===== src/rtl/dest_reg_tracker.sv =====
// Execute-stage destination-register selector plus a DEPTH-stage shift pipeline
// of {dest, we} entries. It drives per-stage source-match flags for forwarding and hazard logic.
module dest_reg_tracker #(
  parameter int unsigned AW       = 5,
  parameter int unsigned DEPTH    = 3,
  parameter int unsigned LINK_REG = 31
) (
  input  logic                clk,
  input  logic                reset,
  input  logic                stall,
  input  logic                flush,
  input  logic                in_valid,
  input  logic                reg_write_in,
  input  logic [1:0]          reg_dst,
  input  logic [AW-1:0]       rt_in,
  input  logic [AW-1:0]       rd_in,
  input  logic [AW-1:0]       src_a,
  input  logic [AW-1:0]       src_b,
  output logic [AW-1:0]       cur_dest,
  output logic [DEPTH*AW-1:0] dest_out,
  output logic [DEPTH-1:0]    dest_we_out,
  output logic [DEPTH-1:0]    match_a,
  output logic [DEPTH-1:0]    match_b,
  output logic                err_illegal
);

  localparam logic [AW-1:0] LINK = AW'(LINK_REG);

  // in_valid qualifies the EX instruction. No ready exists: stall is the only
  // backpressure, and an instruction counts as accepted on an edge with !stall & !flush.
  logic [AW-1:0]    dest_q [DEPTH];
  logic [DEPTH-1:0] we_q;
  logic             err_q;
  logic             we_next;
  logic             illegal_sel;
  logic             accept;

  assign illegal_sel = (reg_dst == 2'b11);
  assign accept      = in_valid & ~stall & ~flush;

  always_comb begin
    cur_dest = '0;
    case (reg_dst)
      2'b00:   cur_dest = rt_in;
      2'b01:   cur_dest = rd_in;
      2'b10:   cur_dest = LINK;
      default: cur_dest = '0;
    endcase
  end

  // Register 0 is hard-wired. A write to it can never create a hazard.
  assign we_next = in_valid & reg_write_in & ~illegal_sel & (cur_dest != '0);

  always_ff @(posedge clk) begin
    if (reset) begin
      for (int i = 0; i < int'(DEPTH); i++) dest_q[i] <= '0;
      we_q  <= '0;
      err_q <= 1'b0;
    end else begin
      if (flush) begin
        dest_q[0] <= '0;
        we_q[0]   <= 1'b0;
      end else if (!stall) begin
        dest_q[0] <= cur_dest;
        we_q[0]   <= we_next;
      end
      // Older stages move only when not stalled. Flush affects only stage 0.
      for (int i = 1; i < int'(DEPTH); i++) begin
        if (!stall) begin
          dest_q[i] <= dest_q[i-1];
          we_q[i]   <= we_q[i-1];
        end
      end
      if (accept && illegal_sel) err_q <= 1'b1;
    end
  end

  always_comb begin
    dest_out = '0;
    match_a  = '0;
    match_b  = '0;
    for (int i = 0; i < int'(DEPTH); i++) begin
      dest_out[i*AW +: AW] = dest_q[i];
      match_a[i] = we_q[i] & (dest_q[i] == src_a) & (src_a != '0);
      match_b[i] = we_q[i] & (dest_q[i] == src_b) & (src_b != '0);
    end
  end

  assign dest_we_out = we_q;
  assign err_illegal = err_q;

endmodule


===== config.mk =====
export PLATFORM = sky130hd
export DESIGN_NAME = dest_reg_tracker
export DESIGN_NICKNAME = d
export VERILOG_FILES = /design/src/rtl/dest_reg_tracker.sv
export SDC_FILE = /design/constraint.sdc
export NUM_CORES = 1
export LEC_CHECK = 0
export CAP_MARGIN = 20
export CELL_PAD_IN_SITES_DETAIL_PLACEMENT = 1
export CELL_PAD_IN_SITES_GLOBAL_PLACEMENT = 1
export CORE_MARGIN = 8
export CORE_UTILIZATION = 32
export CTS_CLUSTER_SIZE = 10
export DETAILED_ROUTE_END_ITERATION = 10
export GPL_ROUTABILITY_DRIVEN = 0
export PLACE_DENSITY_LB_ADDON = 0.1
export SLEW_MARGIN = 0
export SYNTH_ARGS = -nofsm -noshare
export SYNTH_HDL_FRONTEND = slang
export SYNTH_SLANG_ARGS = --single-unit

===== constraint.sdc =====
create_clock -name clk -period 2.3 [get_ports clk]
set_input_delay 0.23 -clock clk [delete_from_list [all_inputs] [get_ports clk]]
set_output_delay 0.23 -clock clk [all_outputs]
set_load 0.02 [all_outputs]

* Word-level counts from Yosys, hierarchy flattened
Memories as Yosys holds them, arrays and structs flattened. Cells that the tools add are included.
Word-level totals: flip-flop bits (word level) 4, memory bits (writable) 15, memory bits (read-only) 0, latch bits 0, memories kept 1
Operators by class: divide/modulo/power cells 0, bitwise operators 24, muxes and demuxes 16, equal/unequal tests 9, reductions and logical operators 6, order comparisons 0, $mul 0, shifts and indexed selects 0, add/sub/neg operators 0
Memory list:
- dest_q | depth 3, width 5, read ports 3, clocked after Yosys merged registers in 0, wr ports 3, RTL line 31 | logic [AW-1:0] dest_q [DEPTH];
Operators by type and width (count):
- == test 5 bit | 6
- 2-to-1 mux 5 bit | 4
- AND 1 bit | 17
- case mux 5 bit (3 select lines) | 1
- nonzero test 5 bit | 3
- 2-to-1 mux 1 bit | 11
- == test 2 bit (second input constant) | 2
- OR 1 bit | 4
- NOT 1 bit | 3
- == test 2 x 1 -> 1 bit (second input constant) | 1
- logical NOT 2 bit | 1
- OR reduction 2 bit | 1
- logical AND 1 bit | 1

* Depth between registers and ports, before layout
Gate-level depths: netlist (run 1).
word-level depth 5, depth in mapped cells 5

* Least setup slack after synthesis (run 1)
No wires, ideal clock.
path kind flip-flop to output port, start memory dest_q[0][2], end output match_b[0], required time 2.070 ns, stages on the path, launching flop included 4, arrival 1.443 ns, slack 0.627 ns, buffers on the path 0, cell sequence edfxtp_1 -> xnor2_1 -> nand4_1 -> nor4_1
RTL lines:
- start, declared | RTL line 31
- end, declared | RTL line 23 | output logic [DEPTH-1:0] match_b,

* Worst setup path in the final report (run 1)
start input reg_dst[1], end output cur_dest[4]
Between the ends: word-level cells in the longest chain between the ends 2
Ends and longest elaborated chain:
- start, declared | RTL line 14 | input logic [1:0] reg_dst,
- == test 2 bit (tied with other cells) | RTL line 43 | case (reg_dst)
- case mux 5 bit (3 select lines) (*) | RTL line 43
- end, declared | RTL line 19 | output logic [AW-1:0] cur_dest,
Every way passes the cells marked *; elsewhere a longest branch is shown, timed or not.

==> results of run 1 <==
==> state kept, by name (all words and copies together) (netlist names) <==
| signal | flops |
|---|---|
| err_illegal | 1 |
| dest_we_out | 3 |
| dest_q | 15 |
==> through the flow <==
stage / area, µm² / std cells / setup TNS, ps
floorplan: 1230 / 119 / 0
global placement: 1900 / 229 / 0
detailed placement: 1900 / 229 / -202
CTS: 1950 / 233 / 0
global route: 1950 / 233 / 0
finish: 1950 / 233 / 0
==> kinds of logic (layout without fill, tap and decap cells) <==
logic type                count (synthesis)  after routing  share of synthesized area
DFF                                      19             19                      0.432
AOI/OAI and AO/OA                        10             10                     0.0673
buffers and inverters                     3             69                     0.0102
xor gates and xnor gates                 30             30                      0.214
and+or+nand+nor                          55             55                      0.260
muxes                                     2              2                     0.0163
==> power by group through the flow <==
stage / Sequential, mW / Combinational, mW / Clock [mW]
2_1_floorplan: 0.441 / 0.0939 / 0
3_3_place_gp: 0.422 / 0.252 / 0
3_5_place_dp: 0.424 / 0.257 / 0
4_1_cts: 0.416 / 0.258 / 0.243
5_1_grt: 0.418 / 0.274 / 0.256
6_report: 0.414 / 0.255 / 0.234
==> metal layers <==
layer / track usage / routed length (µm) / part of all wire
met3: 0.0369 / 212 / 0.057
met1: 0.140 / 1630 / 0.44
met5: 0 / 0 / 0
met4: 0.0278 / 22 / 0.0059
met2: 0.216 / 1840 / 0.50
==> Yosys cell counts (all sizes together) (2+ instances only) <==
cell and count:
mux2i 2, and2 10, or4 3, o21ai 5, nand4 7, xor2 12, xnor2 18, nor4 6
a21oi 3, nand2 6, edfxtp 15, and3b 5, dfxtp 4, nor2 13
==> area by class of cell <==
type                            instances  area share
Clock buffer                            3      0.0211
Clock inverter                          1     0.00384
Inverter                                1     0.00192
Multi-Input combinational cell         97       0.350
Sequential cell                        19       0.271
Tap cell                               48      0.0307
Timing Repair Buffer                   64       0.321
==> placed cells by master, fill, tap and decap left out <==
cell type	n
nand2b_1	1
and2b_4	1
nor4_1	6
a211oi_2	1
dlymetal6s2s_1	3
nand3_1	1
clkdlybuf4s50_1	51
clkbuf_8	3
buf_4	7
and3b_1	5
and2_1	10
edfxtp_1	15
mux2i_1	2
dlygate4sd2_1	3
a21oi_1	3
nor3_1	1
or4_1	3
clkinvlp_4	1
nor2b_1	1
nand4_1	7
inv_1	1
nor2_2	2
xnor2_1	18
nor2_1	11
dfxtp_1	4
nand2_1	6
xor2_1	12
o21ai_1	1
o2bb2ai_2	1
o21ai_2	4
==> what timing repair did <==
action                     4_1_cts  5_1_grt
pin swaps                        0        0
gates cloned                     0        0
setup buffers                    0        0
hold endpoints to repair         0        0
hold buffers                     0        0
resized for setup                3        3
setup endpoints to repair        3        3
==> worst paths after layout <==
check               start  slack, ps  cells after the start      endpoint
max            reg_dst[1]        150                      4   cur_dest[4]
min           err_illegal        510                      2   err_illegal
min reg2reg   err_illegal        510                      2   err_illegal
max reg2reg  dest_q[0][3]       1410                      1  dest_q[0][8]
==> impl_metrics.csv, run 1 <==
group,metric,value,unit
status,status,"completed",
worst_setup_path,crit_path_end_kind,"output port",
routing,vias,1117,
finish,syn_to_final_growth,59.2,%
run,drv_cap,0,
die,io_pins,58,
global_route,overflow,0,
pwr,p_leak,0.790,nW
logic_synthesis,syn_nets,147,
worst_setup_path,crit_chain,"clkdlybuf4s50_1, and2b_4, o2bb2ai_2, clkdlybuf4s50_1",
pwr,clkPwrFrac,0.259,
clock_network,clock_latency,250,ps
finish,fin_nets,214,
logic_synthesis,yosysTopAreaCell,"edfxtp_1",
routing,remaining_drc_errors,0,
logic_synthesis,synth-seq-cells,19,
finish,nFillCells,465,
clock_network,cts_made_buffers,3,
timing,worst_hold_slack,511,ps
placement,hpwl,3.18,mm
clock_network,cts-root-buf,"clkbuf_8",
logic_synthesis,synth_edf_count,15,
global_route,grt_use_total,0.122,
pwr,p_sw_frac,0.278,
pwr,seq_power_share,0.459,
die,die-area,6070,µm²
pwr,p_sw,0.251,mW
finish,antenna_cells,0,
worst_setup_path,cp_top_family,"buffers and inverters",
timing,hold_violations,0,
routing,via_per_inst,4.79,
routing,drt_iter0_markers,23,
die,die_w,77.9,µm
finish,multi_input_area,684,µm²
finish,seqCellArea,531,µm²
global_route,grt_pass1_wl,6.05,mm
clock_network,clk_pin_slew_worst_paths,70,ps
min_path,hold_path_class,"register to register",
timing,rsz0062_at_grt,"false",
logic_synthesis,yosysUniqueCellTypes,26,
timing,min_period,2150,ps
routing,ant_nets,0,
pwr,peakVddDrop,0.205,mV
timing,finalMaxSlewViolations,0,
clock_network,cts_buffer_depth,2,
worst_setup_path,cp_max_fo,8,
logic_synthesis,ys_warn_count,0,
logic_synthesis,ys.flop_type,"edfxtp_1",
die,placementRows,22,
timing,worst_pin_slew,492,ps
routing,wire_per_inst,15.9,µm
timing,fin_crit_sh,0.933,
logic_synthesis,ys_seq_area_frac,0.432,
worst_setup_path,cp_common_cell,"clkdlybuf4s50_1",
global_route,grt_pass1_vias,1246,
pwr,power_density,462,nW/µm²
worst_setup_path,cp_data_arrival_time,1920,ps
die,dieHeight,77.9,µm
logic_synthesis,synth_area_leaders,"edfxtp_1, xnor2_1, xor2_1",
logic_synthesis,yosysTopAreaCellShare,0.367,
placement,pre_cts_ws,-177,ps
timing,finalSetupViolations,0,
timing,fin_ws,154,ps
logic_synthesis,syn_area,1230,µm²
die,initial_core_util,0.333,
clock_network,cts.sinks,19,
worst_setup_path,cp.required,2070,ps
pwr,p_int,0.652,mW
worst_setup_path,worst_setup_path_start_kind,"primary input",
pwr,power,0.903,mW
die,core,3690,µm²
timing,skew,3.56,ps
placement,place.port_buffers,57,
global_route,antenna_found_initial,0,
logic_synthesis,syn_area_per_cell,10.3,µm²
clock_network,cts_tree,"yes",
routing,totalWireLength,3.70,mm
timing,slew_headroom,0.672,
worst_setup_path,max_stage_delay,650,ps
routing,dr.pass1.iters,2,
logic_synthesis,synthArstFlopShare,0,
global_route,grt_start_max_net_pins,13,
timing,fmax,466,MHz
pwr,combinationalPowerShare,0.282,
clock_network,htreeDepth,1,
worst_setup_path,path_class,"primary input to output port",
worst_setup_path,cp_slowest_cell,"clkdlybuf4s50_1",
finish,utilization,0.530,
worst_setup_path,critPathBufInv,2,
finish,post_route_cells_drive_above_1_share,0.108,
logic_synthesis,synth_cells,119,
Power figures use the tool's default switching activity.
==> run 2: changes to the inputs <==
- ABC_AREA: default -> 1
- CORE_MARGIN: 8 -> 2
- CORE_UTILIZATION: 32 -> 31
==> impl_metrics.csv, run 2 <==
group,metric,value,unit
worst_setup_path,reg2reg_to,"dest_q[0][11]",
pwr,peakVddDrop,0.204,mV
global_route,overflow,0,
placement,dp_cells,287,
logic_synthesis,synth_top_family_by_area,"simple AND/OR/NAND/NOR gates",
min_path,hold_path_class,"register to register",
global_route,grt_pass1_wl,6.30,mm
logic_synthesis,yosysTopAreaCellShare,0.346,
clock_network,cts_buffer_depth,2,
logic_synthesis,syn_area,1300,µm²
timing,slew_headroom,0.710,
finish,mostFrequentLayoutCells,"clkdlybuf4s50_1, nand2_1, inv_1, nor2_1, edfxtp_1",
logic_synthesis,yosys.area_share.adder,0,
global_route,grt_start_max_net_pins,12,
timing,fmax,459,MHz
die,dieHeight,68.8,µm
logic_synthesis,ys.flop_type,"edfxtp_1",
die,die_w,68.8,µm
worst_setup_path,crit_end,"match_a[2]",
pwr,power_density,477,nW/µm²
worst_setup_path,max_stage_delay,620,ps
die,core,4030,µm²
die,die-area,4740,µm²
global_route,antenna_found_initial,0,
finish,layout_commonest_cell,"clkdlybuf4s50_1",
logic_synthesis,yosys-top-cells-count,"nand2_1, inv_1, nor2_1, edfxtp_1, inv_2",
routing,drt_iter0_markers,49,
clock_network,clk_pin_slew_worst_paths,80,ps
worst_setup_path,crit_path_end_kind,"output port",
timing,fin_crit_sh,0.947,
clock_network,cts-root-buf,"clkbuf_8",
logic_synthesis,synthSimpleGateAreaFrac,0.337,
finish,postLayoutCellArea,1990,µm²
worst_setup_path,crit_path_start,"src_a[1]",
worst_setup_path,critPathBufInv,2,
worst_setup_path,cp_top_family,"buffers and inverters",
finish,nFillCells,514,
timing,finalSetupViolations,0,
timing,hold_violations,0,
timing,worst_hold_slack,472,ps
routing,dr.pass1.iters,4,
timing,skew,9.34,ps
timing,fin_tns_setup,0,ps
logic_synthesis,synth_area_leaders,"edfxtp_1, nand2_1, inv_1",
worst_setup_path,cp_data_arrival_time,1950,ps
timing,finalMaxSlewViolations,0,
logic_synthesis,ys_warn_count,0,
finish,post_route_cells_drive_above_1_share,0.0954,
worst_setup_path,reg2reg_from,"dest_q[0][6]",
worst_setup_path,cp_max_fo,7,
die,initial_core_util,0.323,
routing,ant_nets,0,
worst_setup_path,cp_common_cell,"clkdlybuf4s50_1",
routing,totalWireLength,4.02,mm
logic_synthesis,synth_cells,180,
worst_setup_path,path_class,"primary input to output port",
logic_synthesis,synth_edf_count,15,
worst_setup_path,rr_worst_depth,2,
worst_setup_path,worst-path-stages,6,
placement,place.port_buffers,57,
status,status,"completed",
worst_setup_path,crit_chain,"clkdlybuf4s50_1, nor2_1, nand3_1, o2111ai_1, nor3b_2, clkdlybuf4s50_1",
placement,hpwl,3.33,mm
logic_synthesis,post_synth_mux_area_share,0,
routing,via_per_inst,4.76,
global_route,grt_pass1_vias,1388,
finish,utilization,0.493,
worst_setup_path,worst_setup_path_start_kind,"primary input",
die,io_pins,58,
logic_synthesis,ys_seq_area_frac,0.407,
logic_synthesis,yosysMostFrequentCell,"nand2_1",
die,placementRows,23,
timing,worst_pin_slew,434,ps
routing,remaining_drc_errors,0,
logic_synthesis,syn_nets,208,
logic_synthesis,synthArstFlopShare,0,
finish,fin_nets,270,
finish,syn_to_final_growth,52.6,%
routing,wire_per_inst,13.8,µm
clock_network,cts_setup_buffers,0,
worst_setup_path,cp.required,2070,ps
logic_synthesis,yosysUniqueCellTypes,25,
placement,dpl-instance-area,1940,µm²
worst_setup_path,cp_slowest_cell,"clkdlybuf4s50_1",
clock_network,htreeDepth,1,
finish,antenna_cells,0,
logic_synthesis,synth-seq-cells,19,
logic_synthesis,yosysTopAreaCell,"edfxtp_1",
worst_setup_path,rrSetupSlack,1390,ps
finish,regMostFlops,"dest_q",
logic_synthesis,syn_area_per_cell,7.24,µm²
clock_network,cts.sinks,19,
run,drv_cap,0,
finish,largest_reg_flops,15,
clock_network,clock_latency,260,ps
timing,rsz0062_at_grt,"false",
pwr,p_leak,0.855,nW
finish,fin_cells,291,
timing,min_period,2180,ps
logic_synthesis,synth_xor_area_frac,0.0538,
global_route,grt_use_total,0.181,
logic_synthesis,synth_compound_area_frac,0.103,
clock_network,cts_tree,"yes",
routing,vias,1386,
clock_network,cts_made_buffers,3,
run 2: cell count changes in the layout (fill, tap and decap cells not counted), moves of 5 or more:
cell | before | now
buf_4 | 7 | 1
inv_1 | 1 | 26
xor2_1 | 12 | 3
nand2_1 | 6 | 49
and2_1 | 10 | 0
and3b_1 | 5 | 0
inv_2 | 0 | 7
o2111ai_1 | 0 | 5
nor2_1 | 11 | 26
xnor2_1 | 18 | 5
nand2_2 | 0 | 6
run 2: logic make-up (layout without fill, tap and decap cells):
logic type,after synthesis,count (layout)
AND/OR/NAND/NOR,99,99
AO/OA/AOI/OAI,20,20
buffers and inverters,34,95
XOR/XNOR,8,8
flip-flops,19,19
run 2: metrics by stage:
step | setup slack, ps | power, mW
2_1_floorplan | 595 | 0.569
3_3_place_gp | 21.8 | 0.722
3_5_place_dp | 19.5 | 0.724
4_1_cts | 66.3 | 0.959
5_1_grt | 5.50 | 0.996
6_report | 121 | 0.948
run 2: tightest hold or removal path, delay by kind of cell, from the launching register on:
kind | cells | cell delay (ps)
AO/OA/AOI/OAI | 1 | 50
flip-flops | 1 | 320
AND/OR/NAND/NOR | 1 | 60
run 2: metal layers:
metal  vias to the layer above  track usage  part of all wire
met1                       642        0.220              0.44
met2                        37        0.328              0.50
met5                         -            0                 0
met4                         0       0.0662             0.019
met3                         6       0.0211             0.042
li1                        701            -                 -
run 2: cell type report:
cell class	count	area [µm²]	area share
Timing Repair Buffer	58	582	0.293
Clock inverter	1	5.00	0.00252
Inverter	33	124	0.0623
Sequential cell	19	531	0.267
Clock buffer	3	41.3	0.0208
Tap cell	50	62.6	0.0315
Multi-Input combinational cell	127	643	0.323
run 2: power by group:
group | internal, mW | switching [mW]
combinational | 0.137 | 0.150
sequential | 0.397 | 0.0306
clock | 0.121 | 0.112
total | 0.655 | 0.293
run 2: what timing repair did:
action	CTS	global route
resized for setup	1	2
setup endpoints to repair	1	2
hold buffers	0	0
run 2: how the worst min path moves through the flow:
| stage | end | start | cells after the start |
|---|---|---|---|
| global route | err_illegal | err_illegal | 2 |
| detailed placement | err_illegal | err_illegal | 2 |
| floorplan | dest_we_out[0] | stall | 2 |
| finish | err_illegal | err_illegal | 2 |
| CTS | err_illegal | err_illegal | 2 |
| global placement | err_illegal | err_illegal | 2 |
